[src/rtl/fib_pack_pkg.sv]
// Shared FSM encoding and width helpers for the Fibonacci concatenation packer.
package fib_pack_pkg;

    typedef enum logic [2:0] {
        IDLE    = 3'd0,
        SCAN    = 3'd1,
        COPY    = 3'd2,
        WDONE   = 3'd3,
        PUBLISH = 3'd4
    } state_e;

    function automatic int clog2(input int value);
        int result;
        result = 0;
        for (int v = value - 1; v > 0; v = v >> 1) begin
            result = result + 1;
        end
        return result;
    endfunction

    function automatic int out_w(input int data_w, input int words);
        return data_w * words;
    endfunction

    function automatic int len_w(input int data_w, input int words);
        return clog2(data_w * words + 1);
    endfunction

    function automatic int wcnt_w(input int words);
        return clog2(words + 1);
    endfunction

endpackage

[src/rtl/fib_concat_packer.sv]
// Strips leading zeros from Fibonacci-coded words and packs WORDS of them
// LSB-first into one frame with a parallel top-bit marker vector.
module fib_concat_packer
    import fib_pack_pkg::*;
#(
    parameter int DATA_W    = 32,
    parameter int WORDS     = 2,
    parameter int ZERO_MODE = 0
) (
    input  logic                                clk,
    input  logic                                rst,
    input  logic [DATA_W-1:0]                   in_data,
    input  logic                                in_valid,
    output logic                                in_ready,
    input  logic                                flush,
    output logic                                word_done,
    output logic                                frame_valid,
    output logic [out_w(DATA_W, WORDS)-1:0]     out_s,
    output logic [out_w(DATA_W, WORDS)-1:0]     out_f,
    output logic [len_w(DATA_W, WORDS)-1:0]     out_len,
    output logic [wcnt_w(WORDS)-1:0]            out_words
);

    localparam int OUT_W  = out_w(DATA_W, WORDS);
    localparam int LEN_W  = len_w(DATA_W, WORDS);
    localparam int WCNT_W = wcnt_w(WORDS);
    localparam int IDX_W  = clog2(DATA_W);
    localparam int POS_W  = clog2(OUT_W);

    state_e              state_q, state_d;
    logic [DATA_W-1:0]   word_q, word_d;
    logic [IDX_W-1:0]    idx_q, idx_d;
    logic [IDX_W-1:0]    m_q, m_d;
    logic [OUT_W-1:0]    s_q, s_d;
    logic [OUT_W-1:0]    f_q, f_d;
    logic [LEN_W-1:0]    o_q, o_d;
    logic [WCNT_W-1:0]   wc_q, wc_d;
    logic                flush_q, flush_d;
    logic                word_done_q, word_done_d;
    logic                frame_valid_q, frame_valid_d;
    logic [OUT_W-1:0]    out_s_q, out_s_d;
    logic [OUT_W-1:0]    out_f_q, out_f_d;
    logic [LEN_W-1:0]    out_len_q, out_len_d;
    logic [WCNT_W-1:0]   out_words_q, out_words_d;

    logic                handshake;
    logic                publish;
    logic [WCNT_W-1:0]   pub_words;
    logic [POS_W-1:0]    o_pos;
    logic [POS_W-1:0]    bit_pos;

    assign in_ready  = (state_q == IDLE);
    assign handshake = in_valid & in_ready;
    // o only reaches OUT_W once a frame is complete, never while a word is being packed
    assign o_pos     = POS_W'(o_q);
    assign bit_pos   = o_pos + POS_W'(idx_q);

    always_comb begin
        state_d       = state_q;
        word_d        = word_q;
        idx_d         = idx_q;
        m_d           = m_q;
        s_d           = s_q;
        f_d           = f_q;
        o_d           = o_q;
        wc_d          = wc_q;
        out_s_d       = out_s_q;
        out_f_d       = out_f_q;
        out_len_d     = out_len_q;
        out_words_d   = out_words_q;
        word_done_d   = 1'b0;
        frame_valid_d = 1'b0;
        publish       = 1'b0;
        pub_words     = wc_q;
        // A flush that cannot act right away is held until the current word finishes
        flush_d       = flush_q | (flush & ~((state_q == IDLE) & ~handshake));

        case (state_q)
            IDLE: begin
                if (handshake) begin
                    word_d  = in_data;
                    idx_d   = IDX_W'(DATA_W - 1);
                    state_d = SCAN;
                end else if (flush && (wc_q != '0)) begin
                    state_d = PUBLISH;
                end
            end
            SCAN: begin
                if (word_q == '0) begin
                    if (ZERO_MODE != 0) begin
                        s_d[o_pos] = 1'b1;
                        o_d        = o_q + LEN_W'(1);
                    end
                    state_d = WDONE;
                end else if (word_q[idx_q]) begin
                    s_d[bit_pos] = 1'b1;
                    m_d          = idx_q;
                    state_d      = COPY;
                end else begin
                    idx_d = idx_q - 1'b1;
                end
            end
            COPY: begin
                f_d[bit_pos] = word_q[idx_q];
                if (idx_q == '0) begin
                    o_d     = o_q + LEN_W'(m_q) + LEN_W'(1);
                    state_d = WDONE;
                end else begin
                    idx_d = idx_q - 1'b1;
                end
            end
            WDONE: begin
                pub_words = wc_q + 1'b1;
                if ((wc_q == WCNT_W'(WORDS - 1)) || flush_q || flush) begin
                    publish = 1'b1;
                end else begin
                    wc_d        = wc_q + 1'b1;
                    word_done_d = 1'b1;
                end
                state_d = IDLE;
            end
            PUBLISH: begin
                publish = 1'b1;
                state_d = IDLE;
            end
            default: begin
                state_d = IDLE;
            end
        endcase

        if (publish) begin
            out_s_d       = s_q;
            out_f_d       = f_q;
            out_len_d     = o_q;
            out_words_d   = pub_words;
            frame_valid_d = 1'b1;
            s_d           = '0;
            f_d           = '0;
            o_d           = '0;
            wc_d          = '0;
            flush_d       = 1'b0;
        end
    end

    always_ff @(posedge clk) begin
        if (rst) begin
            state_q       <= IDLE;
            word_q        <= '0;
            idx_q         <= '0;
            m_q           <= '0;
            s_q           <= '0;
            f_q           <= '0;
            o_q           <= '0;
            wc_q          <= '0;
            flush_q       <= 1'b0;
            word_done_q   <= 1'b0;
            frame_valid_q <= 1'b0;
            out_s_q       <= '0;
            out_f_q       <= '0;
            out_len_q     <= '0;
            out_words_q   <= '0;
        end else begin
            state_q       <= state_d;
            word_q        <= word_d;
            idx_q         <= idx_d;
            m_q           <= m_d;
            s_q           <= s_d;
            f_q           <= f_d;
            o_q           <= o_d;
            wc_q          <= wc_d;
            flush_q       <= flush_d;
            word_done_q   <= word_done_d;
            frame_valid_q <= frame_valid_d;
            out_s_q       <= out_s_d;
            out_f_q       <= out_f_d;
            out_len_q     <= out_len_d;
            out_words_q   <= out_words_d;
        end
    end

    assign word_done   = word_done_q;
    assign frame_valid = frame_valid_q;
    assign out_s       = out_s_q;
    assign out_f       = out_f_q;
    assign out_len     = out_len_q;
    assign out_words   = out_words_q;

endmodule
[config.mk]
export PLATFORM = sky130hd
export DESIGN_NAME = fib_concat_packer
export DESIGN_NICKNAME = d
export VERILOG_FILES = /design/src/rtl/fib_pack_pkg.sv /design/src/rtl/fib_concat_packer.sv
export SDC_FILE = /design/constraint.sdc
export NUM_CORES = 1
export LEC_CHECK = 0
export BUFFER_PORTS_ARGS = -buffer_cell sky130_fd_sc_hd__buf_2
export CORE_MARGIN = 1.5
export CORE_UTILIZATION = 40
export DETAILED_ROUTE_END_ITERATION = 16
export HOLD_SLACK_MARGIN = 0.08
export PLACE_DENSITY = 0.64
export SLEW_MARGIN = 15
export SYNTH_ARGS = -nofsm -noshare
export SYNTH_HDL_FRONTEND = slang
export SYNTH_SLANG_ARGS = --single-unit
export TNS_END_PERCENT = 10
[constraint.sdc]
create_clock -name clk -period 2.35 [get_ports clk]
set_input_delay 0.3525 -clock clk [delete_from_list [all_inputs] [get_ports clk]]
set_output_delay 0.3525 -clock clk [all_outputs]
set_load 0.05 [all_outputs]
==> results.json <==
{
  "cts-root-buf": "clkbuf_16",
  "dieArea_mm2": 0.0318,
  "cp-start-kind": "register",
  "powerDensity_mw_per_mm2": 811,
  "syn_to_final_growth_pct": 28.4,
  "critical_path_class": "reg2reg",
  "cts.sinks": 322,
  "syn_area_mm2": 0.0123,
  "numCtsBuffers": 35,
  "io_buffers": 175,
  "end_kind": "register",
  "slew_viol_final": 0,
  "dp_hpwl_um": 23000,
  "hold_ws_ns": 0.100,
  "ir_drop_uv": 408,
  "grt_overflow": 0,
  "post-route-period-util_pct": 103,
  "syn_area_per_cell_um2": 8.19,
  "die-height_um": 178,
  "relSlewSlack_pct": 48.0,
  "rsz0062_at_grt": "yes",
  "io_pins": 176,
  "async_reset_ff_share_pct": 0,
  "clkTransAtPathRegs_ns": 0.05,
  "start_util_pct": 41.0,
  "netlist-cell-type-count": 49,
  "synthTopCellsByCount": "nand2_1, dfxtp_1, a21oi_1",
  "yosysWarnings": 0,
  "synth.most_common_cell": "nand2_1",
  "grt_pass1_vias": 10600,
  "stdcell_count": 2140,
  "num-fill-cells": 2810,
  "post-route-min-period_ns": 2.41,
  "avgViaCountPerCell": 5.31,
  "synth_seq_cells": 322,
  "clk_latency_ns": 0.51,
  "final-seq-area_mm2": 0.00645,
  "place_inst": 2057,
  "setup_viol": 74,
  "pre_cts_slack_ns": -0.457,
  "htreeDepth": 2,
  "synth-seq-area-share_pct": 52.5,
  "setup_ws_ns": -0.0617,
  "tritoncts": "built",
  "hold_violations": 0,
  "syn_nets": 1552,
  "globalplace.congestion": 0.824,
  "synth_top_area_cell": "dfxtp_1",
  "core_area_mm2": 0.0300,
  "synth_top_area_share_pct": 52.5,
  "drive_above_1_share_pct": 23.3,
  "required_ns": 2.71,
  "vias": 11400,
  "detail_route.first_pass.iterations": 4,
  "ys_top_cells_by_area": "dfxtp_1, nand2_1, a21oi_1",
  "synth_ff_type": "dfxtp_1",
  "clock_path_buffers": 3,
  "die_w_um": 178,
  "grt_max_degree": 85,
  "multi_input_area_mm2": 0.00565,
  "drt-wirelength-per-cell_um": 16.2,
  "min_path_type": "in2reg",
  "antenna_found_initial": 0,
  "cp_max_fo": 7,
  "synth_edf_count": 0,
  "grt_pass1_wl_um": 54900,
  "fin_worst_skew_ns": 0.0132,
  "arrival_ns": 2.78,
  "max_freq_mhz": 415,
  "tightest_slew_ns": 0.776,
  "antenna_left": 0,
  "wirelength_um": 34600,
  "rows": 63,
  "violations": "setup timing",
  "drv_cap": 0,
  "drt_iter0_drc": 661,
  "status": "finished, violations left",
  "p_leak_nw": 6.04,
  "diodes": 0,
  "final_nets": 1778,
  "postSynthCellCount": 1500,
  "track_usage_pct": 21.3,
  "drc": 0
}
power breakdown:
group,switching (mW),total (mW),internal (mW)
Combinational,1.32,2.06,0.738
Sequential,0.0669,5.62,5.55
Clock,2.12,5.10,2.98
cell families (layout without fill, tap and decap cells):
group | Yosys count | count (layout) | synth area share [%]
flip-flops | 322 | 322 | 52.5
buffers and inverters | 128 | 377 | 4.09
multiplexers | 17 | 17 | 2.07
AND/OR/NAND/NOR | 600 | 601 | 20.7
adder cells (fa/ha/maj) | 16 | 16 | 1.75
XOR/XNOR | 15 | 15 | 1.07
AO/OA/AOI/OAI | 402 | 402 | 17.8
flip-flops by register name, summed over array words and instances, names as in the netlist, 2 cells and up:
register / count
idx_q: 5
out_len: 7
out_words: 2
m_q: 5
o_q: 7
s_q: 64
state_q: 3
wc_q: 2
word_q: 32
out_f: 64
f_q: 64
out_s: 64
critical path, cell delays in order (launching register included):
cell       delay (ns)
dfxtp_2          0.34
buf_6            0.12
mux2_4           0.30
and3_4           0.17
a311o_1          0.33
o31a_4           0.43
a2111oi_4        0.33
xnor2_1          0.16
a21oi_1          0.08
through the flow:
step           power [mW]  util [%]  TNS (ns)  instance area, um^2
6_report             12.8      52.6     -1.06                15800
5_1_grt              13.3      52.6    -12.56                15800
4_1_cts              12.8      51.9    -0.460                15500
3_5_place_dp         7.54      47.4    -25.76                14200
3_3_place_gp         7.52      47.4    -18.95                14200
2_1_floorplan        6.83         -    -15.56                12300
routing by layer:
layer	share of wire [%]	vias up	GRT usage (%)
li1	-	5625	-
met1	45	5334	29.6
met2	46	342	33.6
met3	6.7	73	3.60
met4	2.5	0	7.29
met5	0	-	0
timing repair:
action | in CTS | in global routing
hold buffers | 11 | 0
buffers inserted | 4 | 5
endpoints found under the setup margin | 136 | 136
pin swaps | 10 | 6
gates resized for setup | 32 | 33
cloned | 1 | 1
hold endpoints to repair | 11 | 0
cells in the final DEF, fill, tap and decap left out, types with 9 or more instances in the layout:
cell type | Yosys | final
nand2_2 | 0 | 9
dfxtp_1 | 322 | 320
a21oi_1 | 245 | 242
dlygate4sd3_1 | 0 | 11
ha_1 | 14 | 14
a31oi_2 | 0 | 11
inv_1 | 14 | 13
a31oi_1 | 65 | 53
buf_4 | 1 | 95
buf_2 | 2 | 174
nor3_1 | 16 | 12
nand2_1 | 365 | 356
clkbuf_1 | 102 | 12
buf_12 | 0 | 12
clkbuf_16 | 0 | 36
nor2_1 | 111 | 101
xnor2_1 | 12 | 11
o21ai_0 | 67 | 64
nand4_1 | 67 | 67
final timing paths:
kind	startpoint	endpoint	slack [ns]	cells past startpoint
worst max-delay path	idx_q[0]	idx_q[3]	-0.06	8
worst min-delay path	in_data[11]	word_q[11]	0.10	3
worst max register to register	idx_q[0]	idx_q[3]	-0.06	8
worst min register to register	out_f[49]	out_f[49]	0.45	2
layout make-up:
cell class                 count  area share, %
clock inverter                 7          0.294
multi-input combinational   1051           35.8
sequential                   322           40.9
timing repair buffer         302           13.1
clock buffer                  54           6.45
inverter                      14          0.333
tap                          390           3.10
Power figures use the tool's default switching activity.
